**config.mk**
```make
export PLATFORM = sky130hd
export DESIGN_NAME = mul_arbiter
export DESIGN_NICKNAME = d
export VERILOG_FILES = /design/src/rtl/mul_arb_pkg.sv /design/src/rtl/rr_arbiter.sv /design/src/rtl/mul_arbiter.sv
export SDC_FILE = /design/constraint.sdc
export NUM_CORES = 1
export LEC_CHECK = 0
export ABC_AREA = 1
export ABC_CLOCK_PERIOD_IN_PS = 4670
export CAP_MARGIN = 20
export CORE_AREA = 4 4 190 192
export DETAILED_ROUTE_END_ITERATION = 8
export DIE_AREA = 0 0 194 196
export GPL_TIMING_DRIVEN = 0
export PLACE_DENSITY_LB_ADDON = 0.15
export SLEW_MARGIN = 20
export SYNTH_ARGS = -nofsm -noshare
export SYNTH_HDL_FRONTEND = slang
export SYNTH_HIERARCHICAL = 1
export SYNTH_SLANG_ARGS = --single-unit
```
**constraint.sdc**
```tcl
create_clock -name clk -period 4.67 [get_ports clk]
set_input_delay 1.401 -clock clk [delete_from_list [all_inputs] [get_ports clk]]
set_output_delay 1.401 -clock clk [all_outputs]
set_load 0.1 [all_outputs]
```
**src/rtl/mul_arb_pkg.sv**
```systemverilog
// ============================================================================
// Module      : mul_arb_pkg
// Description : Shared widths, latency and tag type for the multiplier arbiter.
// Revision    : 1.0 - initial release
// ============================================================================
`default_nettype none

package mul_arb_pkg;

    localparam int MUL_W    = 32;
    localparam int PROD_W   = 64;
    localparam int MUL_LAT  = 2;
    // Wide enough for the largest supported requester count (16).
    localparam int TAG_ID_W = 4;

    typedef struct packed {
        logic                vld;
        logic [TAG_ID_W-1:0] id;
    } mul_tag_t;

endpackage

`default_nettype wire

```
**src/rtl/rr_arbiter.sv**
```systemverilog
// ============================================================================
// Module      : rr_arbiter
// Description : One-of-NREQ grant selector; round-robin by default, fixed
//               lowest-index priority when MUL_ARB_FIXED_PRIO_EN is defined.
// Revision    : 1.0 - initial release
// ============================================================================
`default_nettype none

module rr_arbiter #(
    parameter int NREQ = 4,
    parameter int IDW  = 2
) (
    input  logic            clk,
    input  logic            rst_n,
    input  logic            i_en,
    input  logic [NREQ-1:0] i_req,
    output logic [NREQ-1:0] o_gnt,
    output logic            o_gnt_vld,
    output logic [IDW-1:0]  o_gnt_id
);

`ifdef MUL_ARB_FIXED_PRIO_EN

    // Scan from the top down so the lowest requesting index is written last.
    always_comb begin
        o_gnt     = '0;
        o_gnt_vld = 1'b0;
        o_gnt_id  = '0;
        if (i_en) begin
            for (int i = NREQ - 1; i >= 0; i--) begin
                if (i_req[i]) begin
                    o_gnt_vld = 1'b1;
                    o_gnt_id  = IDW'(i);
                end
            end
        end
        if (o_gnt_vld) begin
            o_gnt[o_gnt_id] = 1'b1;
        end
    end

`else

    logic [IDW-1:0] r_ptr;

    // Walk the ring backwards from ptr+NREQ-1 down to ptr; the last hit is
    // the first requester at or after ptr.
    always_comb begin
        int w_idx;
        o_gnt     = '0;
        o_gnt_vld = 1'b0;
        o_gnt_id  = '0;
        w_idx     = 0;
        if (i_en) begin
            for (int k = NREQ - 1; k >= 0; k--) begin
                w_idx = int'(r_ptr) + k;
                if (w_idx >= NREQ) begin
                    w_idx = w_idx - NREQ;
                end
                if (i_req[w_idx]) begin
                    o_gnt_vld = 1'b1;
                    o_gnt_id  = IDW'(w_idx);
                end
            end
        end
        if (o_gnt_vld) begin
            o_gnt[o_gnt_id] = 1'b1;
        end
    end

    always_ff @(posedge clk or negedge rst_n) begin
        if (!rst_n) begin
            r_ptr <= '0;
        end else if (o_gnt_vld) begin
            r_ptr <= (o_gnt_id == IDW'(NREQ - 1)) ? '0 : o_gnt_id + 1'b1;
        end
    end

`endif

endmodule

`default_nettype wire

```
**src/rtl/mul_arbiter.sv**
```systemverilog
// ============================================================================
// Module      : mul_arbiter
// Description : Shares one fixed-latency pipelined multiplier among NREQ
//               requesters and routes each product back with its requester ID.
//               Define MUL_ARB_FIXED_PRIO_EN for fixed-priority arbitration.
// Revision    : 1.0 - initial release
// ============================================================================
`default_nettype none

module mul_arbiter
    import mul_arb_pkg::*;
#(
    parameter int NREQ = 4,
    parameter int IDW  = 2,
    parameter int LAT  = MUL_LAT
) (
    input  logic                  clk,
    input  logic                  rst_n,
    input  logic                  en,
    input  logic [NREQ-1:0]       req_vld,
    input  logic [NREQ*MUL_W-1:0] req_aa,
    input  logic [NREQ*MUL_W-1:0] req_bb,
    output logic [NREQ-1:0]       req_gnt,
    output logic                  mul_vldin,
    output logic [MUL_W-1:0]      mul_aa,
    output logic [MUL_W-1:0]      mul_bb,
    input  logic                  mul_vldout,
    input  logic [PROD_W-1:0]     mul_out,
    output logic                  rsp_vld,
    output logic [IDW-1:0]        rsp_id,
    output logic [PROD_W-1:0]     rsp_data,
    output logic [31:0]           issue_cnt,
    output logic                  err_sync
);

    logic              w_gnt_vld;
    logic [IDW-1:0]    w_gnt_id;
    logic [MUL_W-1:0]  w_sel_aa;
    logic [MUL_W-1:0]  w_sel_bb;
    mul_tag_t          w_tail;

    logic              r_mul_vldin;
    logic [MUL_W-1:0]  r_mul_aa;
    logic [MUL_W-1:0]  r_mul_bb;
    mul_tag_t          r_tag [0:LAT];
    logic              r_rsp_vld;
    logic [IDW-1:0]    r_rsp_id;
    logic [PROD_W-1:0] r_rsp_data;
    logic [31:0]       r_issue_cnt;
    logic              r_err_sync;

    rr_arbiter #(
        .NREQ (NREQ),
        .IDW  (IDW)
    ) u_arb (
        .clk       (clk),
        .rst_n     (rst_n),
        .i_en      (en),
        .i_req     (req_vld),
        .o_gnt     (req_gnt),
        .o_gnt_vld (w_gnt_vld),
        .o_gnt_id  (w_gnt_id)
    );

    assign w_sel_aa = req_aa[w_gnt_id*MUL_W +: MUL_W];
    assign w_sel_bb = req_bb[w_gnt_id*MUL_W +: MUL_W];
    assign w_tail   = r_tag[LAT];

    always_ff @(posedge clk or negedge rst_n) begin
        if (!rst_n) begin
            r_mul_vldin <= 1'b0;
            r_mul_aa    <= '0;
            r_mul_bb    <= '0;
            r_issue_cnt <= '0;
        end else begin
            r_mul_vldin <= w_gnt_vld;
            if (w_gnt_vld) begin
                r_mul_aa    <= w_sel_aa;
                r_mul_bb    <= w_sel_bb;
                r_issue_cnt <= r_issue_cnt + 32'd1;
            end
        end
    end

    // Tag pipe mirrors the multiplier's valid pipe; stage LAT lines up with mul_vldout.
    always_ff @(posedge clk or negedge rst_n) begin
        if (!rst_n) begin
            for (int s = 0; s <= LAT; s++) begin
                r_tag[s] <= '0;
            end
        end else begin
            r_tag[0] <= '{vld: w_gnt_vld, id: TAG_ID_W'(w_gnt_id)};
            for (int s = 1; s <= LAT; s++) begin
                r_tag[s] <= r_tag[s-1];
            end
        end
    end

    always_ff @(posedge clk or negedge rst_n) begin
        if (!rst_n) begin
            r_rsp_vld  <= 1'b0;
            r_rsp_id   <= '0;
            r_rsp_data <= '0;
            r_err_sync <= 1'b0;
        end else begin
            r_rsp_vld <= w_tail.vld & mul_vldout;
            if (w_tail.vld & mul_vldout) begin
                r_rsp_id   <= IDW'(w_tail.id);
                r_rsp_data <= mul_out;
            end
            if (w_tail.vld != mul_vldout) begin
                r_err_sync <= 1'b1;
            end
        end
    end

    assign mul_vldin = r_mul_vldin;
    assign mul_aa    = r_mul_aa;
    assign mul_bb    = r_mul_bb;
    assign rsp_vld   = r_rsp_vld;
    assign rsp_id    = r_rsp_id;
    assign rsp_data  = r_rsp_data;
    assign issue_cnt = r_issue_cnt;
    assign err_sync  = r_err_sync;

endmodule

`default_nettype wire
```
==> PnR_summary.wiki <==
{| class="wikitable"
! Metric !! Value
|-
| Status || complete, no violations
|-
| Synthesized instance count || 1077
|-
| Leakage power || 6.34 nW
|-
| Arrival time worst endpoint || 3.14 ns
|-
| Sequential fraction of the synthesis area || 48.2%
|-
| Setup slack, reg-to-reg || 1.82 ns
|-
| Post-route setup TNS || 0 ns
|-
| Total congestion overflow after global routing || 0
|-
| Routed wire per std cell || 18.9 um
|-
| Final-layout worst hold slack || 0.349 ns
|-
| Largest cells by area after synthesis || sky130_fd_sc_hd__dfrtp_1 (48%), sky130_fd_sc_hd__nor2_1 (14%), sky130_fd_sc_hd__mux2_2 (8.2%)
|-
| Clock tree from TritonCTS || done
|-
| Number of global-route vias before repair || 9619
|-
| Maximum clock skew at final layout || 0.00651 ns
|-
| Worst reg2reg endpoint || mul_aa[30]$_DFFE_PN0P_
|-
| Primary flip-flop cell chosen by synthesis mapping || sky130_fd_sc_hd__dfrtp_1
|-
| Peak clock frequency supported by timing || 0.220 GHz
|-
| CTS Buffer Depth || 2
|-
| Post-Place Worst Slack || -0.984 ns
|-
| Final min period || 4.55 ns
|-
| Met2 Usage GRT || 35.3%
|-
| Pin count of the biggest net entering global routing || 82
|-
| Router iterations before antenna repair || 5
|-
| Antenna viol nets, final || 0
|-
| Reported max-cap violation count || 0
|-
| Final Total Pwr || 12.1 mW
|-
| Simple-gate share of the synthesized area || 24.1%
|-
| Register bit total from synthesis || 175
|-
| Number of cell rows || 68
|-
| Worst-case reg-to-reg path depth || 16
|-
| Post-synth cell types || 34
|-
| Total track usage || 20.0%
|-
| Number of port buffers || 496
|-
| Placed instance area || 14700 sq um
|-
| Worst path setup slack after routing || 0.124 ns
|-
| Proportion of register bits with asynchronous set or reset after synthesis || 100%
|-
| Share of Yosys cell area claimed by the top area cell type || 48.2%
|-
| Classification of the worst-slack hold path || reg -> reg
|-
| Die width || 194 um
|-
| H-tree Lvls || 4
|-
| Worst-Margin Slew || 1.11 ns
|-
| Net count after synthesis || 1409
|-
| Launching instance or port of the critical path || req_vld[0]
|-
| Vias per cell || 4.58
|-
| Final hold viol count || 0
|-
| Global-route wire length before repair || 58300 um
|-
| Fraction of the core area covered by cells at the end of the flow || 44.7%
|-
| Sink Count || 175
|-
| Proportion of synthesized area in mux cells || 8.19%
|-
| Post-route fraction of the period consumed by the critical path || 97.3%
|-
| Total routed wirelength || 39200 um
|-
| Total vias in the final route || 9483
|-
| Layout Cells excl Fill || 2072
|-
| Pwr per Cell Area || 786 nW/um^2
|-
| Reg2Reg Launch Point || u_arb/r_ptr[1]$_DFFE_PN0P_
|-
| Compound-gate portion of the synthesized area || 11.9%
|-
| Synth warn || 6
|-
| Starting density of the core || 26.4%
|-
| Slowest Stage Delay on Critical Path || 0.48 ns
|-
| Clock root buffer || sky130_fd_sc_hd__clkbuf_16
|-
| Kind of end point of the critical path || output port
|-
| Clock-pin transition on the worst setup and hold timing paths || 0.07 ns
|-
| Number of placed instances, taps included || 2030
|-
| Worst supply voltage drop on vdd || 423 uV
|-
| Worst path top cell family by delay || buffers and inverters
|-
| Post-synthesis adder-cell area fraction || 0.551%
|-
| Category of the critical setup timing path || in -> out
|-
| Cell area after synthesis || 9080 sq um
|-
| Layout cells sized above 1 || 12.6%
|-
| Total core area || 34400 sq um
|-
| Total of endpoints with negative setup slack in the final report || 0
|-
| Most used cells in the layout excluding fill and tap cells || sky130_fd_sc_hd__clkdlybuf4s50_1 (488), sky130_fd_sc_hd__nor2_1 (342), sky130_fd_sc_hd__dfrtp_1 (175), sky130_fd_sc_hd__nand2_1 (75), sky130_fd_sc_hd__o21ai_1 (69)
|-
| Xor and xnor fraction of the mapped netlist area || 1.82%
|-
| GRT Max-Usage Layer || met2
|-
| Die Span Y || 196 um
|-
| Pins Over Slew Limit || 0
|-
| RD Place Congestion || 0.928
|-
| Met1 capacity usage during global routing || 21.6%
|-
| Critical path required time || 3.27 ns
|-
| Layout net count || 1928
|-
| Detailed Place HPWL || 31700 um
|-
| Main combinational cell family by area after synthesis || simple AND/OR/NAND/NOR gates
|-
| Clock latency on the worst-skew pair || 0.44 ns
|-
| Die ar. || 38000 sq um
|-
| Commonest non-fill, non-tap cell in the layout || sky130_fd_sc_hd__clkdlybuf4s50_1
|-
| Cell type with the highest aggregate area in the netlist || sky130_fd_sc_hd__dfrtp_1
|-
| Count of routing violations after the opening detailed-route iteration || 449
|-
| Number of cells on the critical path || 17
|-
| Total buffers and inverters traversed by the critical path || 7
|-
| Termination of the worst setup path || req_gnt[3]
|-
| CTS hold repair buffers || 0
|-
| Top fanout value on the critical path || 4
|-
| Layout overhead on the synthesized area || 69.2%
|-
| Syn avg cell area || 8.43 sq um
|-
| I/O pin cnt || 497
|-
| GR Util met3 || 7.76%
|-
| Cells along the critical path || clkdlybuf4s50_1 > inv_1 > nand2_4 > nand2_2 > inv_2 > nand2_2 > nand2_1 > inv_1 > nand2_2 > nand2_2 > nand2_2 > nand2_4 > inv_6 > ha_1 > inv_1 > nor2_2 > buf_12
|-
| Number of inserted filler cells in the final layout || 3386
|-
| Remaining routing DRC violations || 0
|-
| Cell with the most instances on the worst path || sky130_fd_sc_hd__nand2_2
|-
| Critical-path top delay cell || sky130_fd_sc_hd__clkdlybuf4s50_1
|-
| Design area || 15400 sq um
|-
| Worst setup SP type || primary input
|-
| Number of antenna violations at the first check in global routing || 14
|-
| CTS buffer count || 17
|-
| Number of synthesized flops with an enable pin || 0
|-
| Relative max-transition margin || 25.7%
|}
-- per-layer routing --
| layer | part of all wire, % | vias up |
|---|---|---|
| met5 | 0.15 | - |
| met4 | 2.4 | 12 |
| met3 | 9.0 | 59 |
| met2 | 51 | 358 |
| met1 | 37 | 4443 |
| li1 | - | 4611 |
-- where the power goes --
part,switching (mW),internal (mW)
Combinational,6.11,2.06
Sequential,0.334,2.08
Clock,0.674,0.813
-- what timing repair did --
item                                   in CTS  in global routing
pin swaps                                   0                  3
gates resized for setup                    27                 14
setup endpoints to repair                   4                  4
endpoints found under the hold margin       0                  0
cloned                                      0                  0
setup buffers                               0                  2
-- worst min-delay path by stage --
stage	to	depth (start not counted)	start	slack (ns)
global placement	r_tag[5]$_DFF_PN0_	0	r_tag[10]$_DFF_PN0_	0.33
detailed placement	r_tag[5]$_DFF_PN0_	0	r_tag[10]$_DFF_PN0_	0.33
floorplan	r_tag[0]$_DFF_PN0_	0	r_tag[5]$_DFF_PN0_	0.33
global route	r_tag[5]$_DFF_PN0_	0	r_tag[10]$_DFF_PN0_	0.35
finish	r_tag[0]$_DFF_PN0_	0	r_tag[5]$_DFF_PN0_	0.35
CTS	r_tag[5]$_DFF_PN0_	0	r_tag[10]$_DFF_PN0_	0.35
-- registers in the layout, summed over array words and instances, names as in the netlist --
| register | count |
|---|---|
| u_arb/r_ptr | 2 |
| mul_aa | 32 |
| mul_bb | 32 |
| rsp_vld | 1 |
| issue_cnt | 32 |
| rsp_id | 2 |
| rsp_data | 64 |
| err_sync | 1 |
| r_tag | 9 |
-- cells in the mapped netlist, types with 12 or more instances --
cell type,n
sky130_fd_sc_hd__a31oi_1,64
sky130_fd_sc_hd__dfrtp_1,175
sky130_fd_sc_hd__inv_1,35
sky130_fd_sc_hd__mux2_2,66
sky130_fd_sc_hd__nor2_1,344
sky130_fd_sc_hd__nand2_1,78
sky130_fd_sc_hd__nand4_1,12
sky130_fd_sc_hd__nand3_1,20
sky130_fd_sc_hd__o21ai_1,69
sky130_fd_sc_hd__nand2_2,18
sky130_fd_sc_hd__buf_2,26
sky130_fd_sc_hd__o21ai_0,62
sky130_fd_sc_hd__clkbuf_1,27
-- layout make-up --
class	count	area [sq um]	share of cell area, %
Timing Repair Buffer	500	5040	32.8
Inverter	44	180	1.17
Tap cell	455	569	3.71
Clock buffer	18	439	2.86
Buffer	65	307	2.00
Clock inverter	14	155	1.01
Antenna cell	8	20.0	0.130
Multi-Input combinational cell	793	4270	27.8
Sequential cell	175	4380	28.5
-- cells by family after synthesis --
group | after synthesis
simple gates | 508
xor+xnor | 18
fa+ha+maj | 4
mux | 66
compound gates | 197
buf+inv | 109
flops | 175
Power figures use the tool's default switching activity.
